### src/rtl/timer_param.sv
// Parametrised stopwatch / interval timer: up or one-shot down counting behind a tick prescaler.
// Up runs either wrap (with a sticky overflow flag) or saturate; lap copies the live count into out.
module timer_param #(
   parameter int BIT_SZ   = 16,
   parameter int PRESCALE = 1,
   parameter int SATURATE = 0
) (
   input  logic              sysclk,
   input  logic              sreset,
   input  logic              tick,
   input  logic              start,
   input  logic              stop,
   input  logic              clear,
   input  logic              lap,
   input  logic              down,
   input  logic [BIT_SZ-1:0] load_val,
   output logic [BIT_SZ-1:0] count,
   output logic [BIT_SZ-1:0] out,
   output logic              running,
   output logic              tc,
   output logic              overflow
);

   localparam int              PW       = (PRESCALE > 1) ? $clog2(PRESCALE) : 1;
   localparam logic [PW-1:0]   PRE_LAST = PW'(PRESCALE - 1);
   localparam logic [BIT_SZ-1:0] ALL_ONES = '1;
   localparam logic [BIT_SZ-1:0] ONE      = BIT_SZ'(1);

   typedef enum logic {IDLE, RUN} state_t;

   state_t            state;
   logic              dir_r;
   logic [PW-1:0]     prescaler;

   logic accept, zero_load, qualified, step, at_top, up_wrap, up_sat, down_end;

   // stop also blocks the step, so a stopped count holds exactly where it was
   assign accept    = (state == IDLE) && start && !stop;
   assign zero_load = accept && down && (load_val == '0);
   assign qualified = (state == RUN) && tick && !clear && !stop;
   assign step      = qualified && (prescaler == PRE_LAST);
   assign at_top    = (count == ALL_ONES);
   assign up_wrap   = step && !dir_r && at_top && (SATURATE == 0);
   assign up_sat    = step && !dir_r && at_top && (SATURATE != 0);
   assign down_end  = step && dir_r && (count == ONE);

   always_ff @(posedge sysclk or posedge sreset) begin
      if (sreset) begin
         state     <= IDLE;
         dir_r     <= 1'b0;
         count     <= '0;
         out       <= '0;
         prescaler <= '0;
         running   <= 1'b0;
         tc        <= 1'b0;
         overflow  <= 1'b0;
      end else begin
         tc <= up_wrap || up_sat || down_end || zero_load;

         if (lap)
            out <= count;

         // A down start from zero terminates immediately and never enters RUN
         if (state == IDLE) begin
            if (accept) begin
               dir_r <= down;
               if (!zero_load) begin
                  state   <= RUN;
                  running <= 1'b1;
               end
            end
         end else if (stop || up_sat || down_end) begin
            state   <= IDLE;
            running <= 1'b0;
         end

         if (clear) begin
            count     <= '0;
            prescaler <= '0;
            overflow  <= 1'b0;
         end else if (accept && down) begin
            count     <= load_val;
            prescaler <= '0;
         end else if (qualified) begin
            if (step) begin
               prescaler <= '0;
               if (!dir_r) begin
                  if (!at_top) begin
                     count <= count + ONE;
                  end else if (SATURATE == 0) begin
                     count    <= '0;
                     overflow <= 1'b1;
                  end
               end else if (count != '0) begin
                  count <= count - ONE;
               end
            end else begin
               prescaler <= prescaler + 1'b1;
            end
         end
      end
   end

endmodule

### config.mk
export PLATFORM = sky130hd
export DESIGN_NAME = timer_param
export DESIGN_NICKNAME = d
export VERILOG_FILES = /design/src/rtl/timer_param.sv
export SDC_FILE = /design/constraint.sdc
export NUM_CORES = 1
export LEC_CHECK = 0
export ABC_AREA = 1
export CAP_MARGIN = 20
export CORE_AREA = 2 2 76 78
export DETAILED_ROUTE_END_ITERATION = 10
export DIE_AREA = 0 0 78 80
export GPL_TIMING_DRIVEN = 0
export PLACE_DENSITY = 0.88
export SYNTH_ARGS = -nofsm -noshare
export SYNTH_HDL_FRONTEND = slang
export SYNTH_SLANG_ARGS = --single-unit
### constraint.sdc
create_clock -name sysclk -period 4.4 [get_ports sysclk]
set_input_delay 0.66 -clock sysclk [delete_from_list [all_inputs] [get_ports sysclk]]
set_output_delay 0.66 -clock sysclk [all_outputs]
set_load 0.1 [all_outputs]
==> results.md <==
- Routability congestion estimate: about 1
- Hold Path Class: reg2reg
- Peak VDD IR: approximately 430 µV
- Drt via density: between 5 and 6
- P_leak: 1.89 nW
- Critical path type: reg2out
- Met3 GRT Util: under 10%
- CTS Buf Count: 5
- Antenna diodes: 0
- Layout cells sized above 1: 13.1%
- Crit path largest cell delay: 1200 ps
- Final Hold Fails: 0
- CP cell instances: clkdlybuf4s50_1
- Setup_tns: 0 ps
- Number of global-route vias before repair: 3,175
- Max Cap Violations: 0
- Cts repair resizes: 0
- Top Family by Delay on Critical Path: buffers and inverters
- Syn nets: 486
- Power Dens Cells: 534 nW/µm²
- Fin. max-slew vios: 0
- Row count: 27
- Antenna violations before repair: 0
- Internal power: 0.000912 W
- H-tree level count: 2
- Leading cell type in the layout, fill and taps excluded: nand2_1
- Data required, critical path: 3740 ps
- Fmax: 0.371 GHz
- Max-slew headroom: between 30% and 40%
- Setup crit start kind: register
- Sequential fraction of the synthesis area: 31.4%
- First-pass GRT wire length: around 15 mm
- Top cell type's share of synthesized area: between 30% and 40%
- Die area: 6240 µm²
- Overall power: approximately 0.0020 W
- Synth Area in Compound Gates: under 10%
- Synthesis-stage register bit count: 38
- Area added between synthesis and finish: 25.9%
- Max Root-Sink Buffers: 2
- Top Usage Layer GRT: met2
- Root Driver: clkbuf_8
- Psw: 0.00113 W
- Worst-Skew Late Latency: 300 ps
- CTS sink cnt: 38
- Gr ovfl total: 0
- Period utilization: between 60 and 70%
- Yosys warning total: 0
- Post-Synth Simple-Gate Area: 46.4%
- Clock transition at path regs: 90 ps
- Mean routed wirelength per cell: about 16 µm
- DRC violation count after routing: 0
- Top post-synthesis cells by area: dfrtp_1 (31%), nand2_1 (15%), nor2_1 (8.2%)
- Beginning of the worst hold path: overflow
- CP arrival: between 2000 and 2500 ps
- Die width: between 70 and 80 µm
- Syn Area/Cell: 6.60 µm²
- Asr flop ratio synth: 100%
- Met1 Use GR: 40.0%
- All-layer global routing usage: 31.3%
- RR Endpoint: count[0]
- Starting density of the core: 56.1%
- Post-CTS setup buffer count: 0
- Die height: 80 µm
- Post-Synthesis Cells: 459
- Initial DRC Count: 227
- Comb power frac: 61.7%
- Worst-margin pin slew: 974 ps
- Most frequent cells in the layout: nand2_1 (125), nor2_1 (66), clkdlybuf4s50_1 (58), inv_1 (54), nand3_1 (42)
- Sw Share: 55.3%
- Antenna viol nets, final: 0
- Reg2reg setup slack: around 2600 ps
- Skew final: slightly above 5 ps
- CP max stage cell: clkdlybuf4s50_1
- Status: completed
- Drt pass-1 iters: 5
- Worst Hold Depth: 2
- Largest net degree at the start of global routing: 39
- Seq pwr share: 23.0%
- Clock power frac: 15.2%
- Synth area leader: dfrtp_1
- Post-synthesis xor/xnor area fraction: between 1 and 1.5%
- Final setup vio count: 0
- Largest family of logic cells by synthesized area: simple AND/OR/NAND/NOR gates
- CTS tree: built
- Synth cell types: 34
- RSZ-0062 raised after global routing: no
- Core area: 5410 µm²
- Hold EP: overflow
- HPWL Detailed: 7.22 mm
- Wirelength, routed: 9.34 mm
- Mapped Area: 3030 µm²
- Final Critical Period: approximately 2700 ps
- Post-synthesis adder-cell area fraction: 1.24%
- Via count: 3,288
- Post-synth EDFFs: 0
- Worst R2R Start: count[0]
- Worst-path fanout max: 8
- CP endpoint kind: primary output
- Mux contribution to synthesized area: 0%
- WP buf/inv: 1
- # IOs: 59
- Cts-stage hold buffer count: 0
- GRT met2 Usage: 54.7%
- Top_reg_cell synth: dfrtp_1
- # nets final: about 550
- Port bufs: 58
- Worst-case reg-to-reg path depth: 9
routing by layer:
metal | vias to the layer above | wire length (µm)
li1 | 1587 | -
met1 | 1538 | 3980
met2 | 143 | 4550
met3 | 20 | 582
met4 | 0 | 224
met5 | - | 0
cell families (layout without fill, tap and decap cells):
logic type / Yosys count / after routing
buf+inv: 81 / 147
compound gates: 41 / 41
fa+ha+maj: 3 / 3
simple gates: 292 / 292
xor+xnor: 4 / 4
flops: 38 / 38
layout make-up:
type | count | area (µm²)
Inverter | 61 | 234
Timing Repair Buffer | 58 | 581
Multi-Input combinational cell | 340 | 1710
Sequential cell | 38 | 951
Clock inverter | 3 | 45.0
Buffer | 20 | 141
Clock buffer | 5 | 68.8
Fill cell | 485 | 1590
Tap cell | 72 | 90.1
metrics by stage:
step	setup slack (ps)	util [%]	hold slack, ps	area [µm²]	std cells
3_5_place_dp	2040	68.5	507	3700	589
4_1_cts	1710	70.6	527	3820	597
2_1_floorplan	2150	-	517	3030	459
6_report	1710	70.6	518	3820	597
5_1_grt	1650	70.6	569	3820	597
3_3_place_gp	2070	68.5	490	3700	589
power by group through the flow:
stage / clock network [W] / registers (W) / logic [W]
final: 0.000310 / 0.000469 / 0.00126
after global routing: 0.000321 / 0.000479 / 0.00134
after CTS: 0.000311 / 0.000469 / 0.00125
after detailed placement: 0 / 0.000475 / 0.00125
after global placement: 0 / 0.000472 / 0.00123
after floorplan: 0 / 0.000909 / 0.000511
cells in the mapped netlist (2+ instances only):
cell type and count:
xnor2_1 2, nor3_1 4, nand2_2 5, o21ai_0 9
nand2_1 125, inv_2 5, nor2_4 7, nand3_1 42
a21oi_1 19, buf_2 5, clkbuf_1 5, buf_6 6
nor2_1 66, nand2_4 2, o21ai_1 9, xor2_1 2
nor2_2 9, inv_1 55, nand4_1 17, nand3_2 9
ha_1 3, dfrtp_1 38, buf_4 4
flip-flops by register name, summed over array words and instances (netlist names):
register   count
out           16
prescaler      1
running        1
count         16
state          1
dir_r          1
overflow       1
tc             1
how the worst max path moves through the flow:
stage	end	depth (start not counted)	start	slack [ps]
finish	count[14]	1	count[14]	1710
global placement	count[13]	2	sreset	2070
global route	count[14]	1	count[14]	1650
floorplan	count[0]	9	count[0]	2150
CTS	count[14]	1	count[14]	1710
detailed placement	count[14]	1	count[14]	2040
Note: power is estimated with default switching activity, not from simulation.
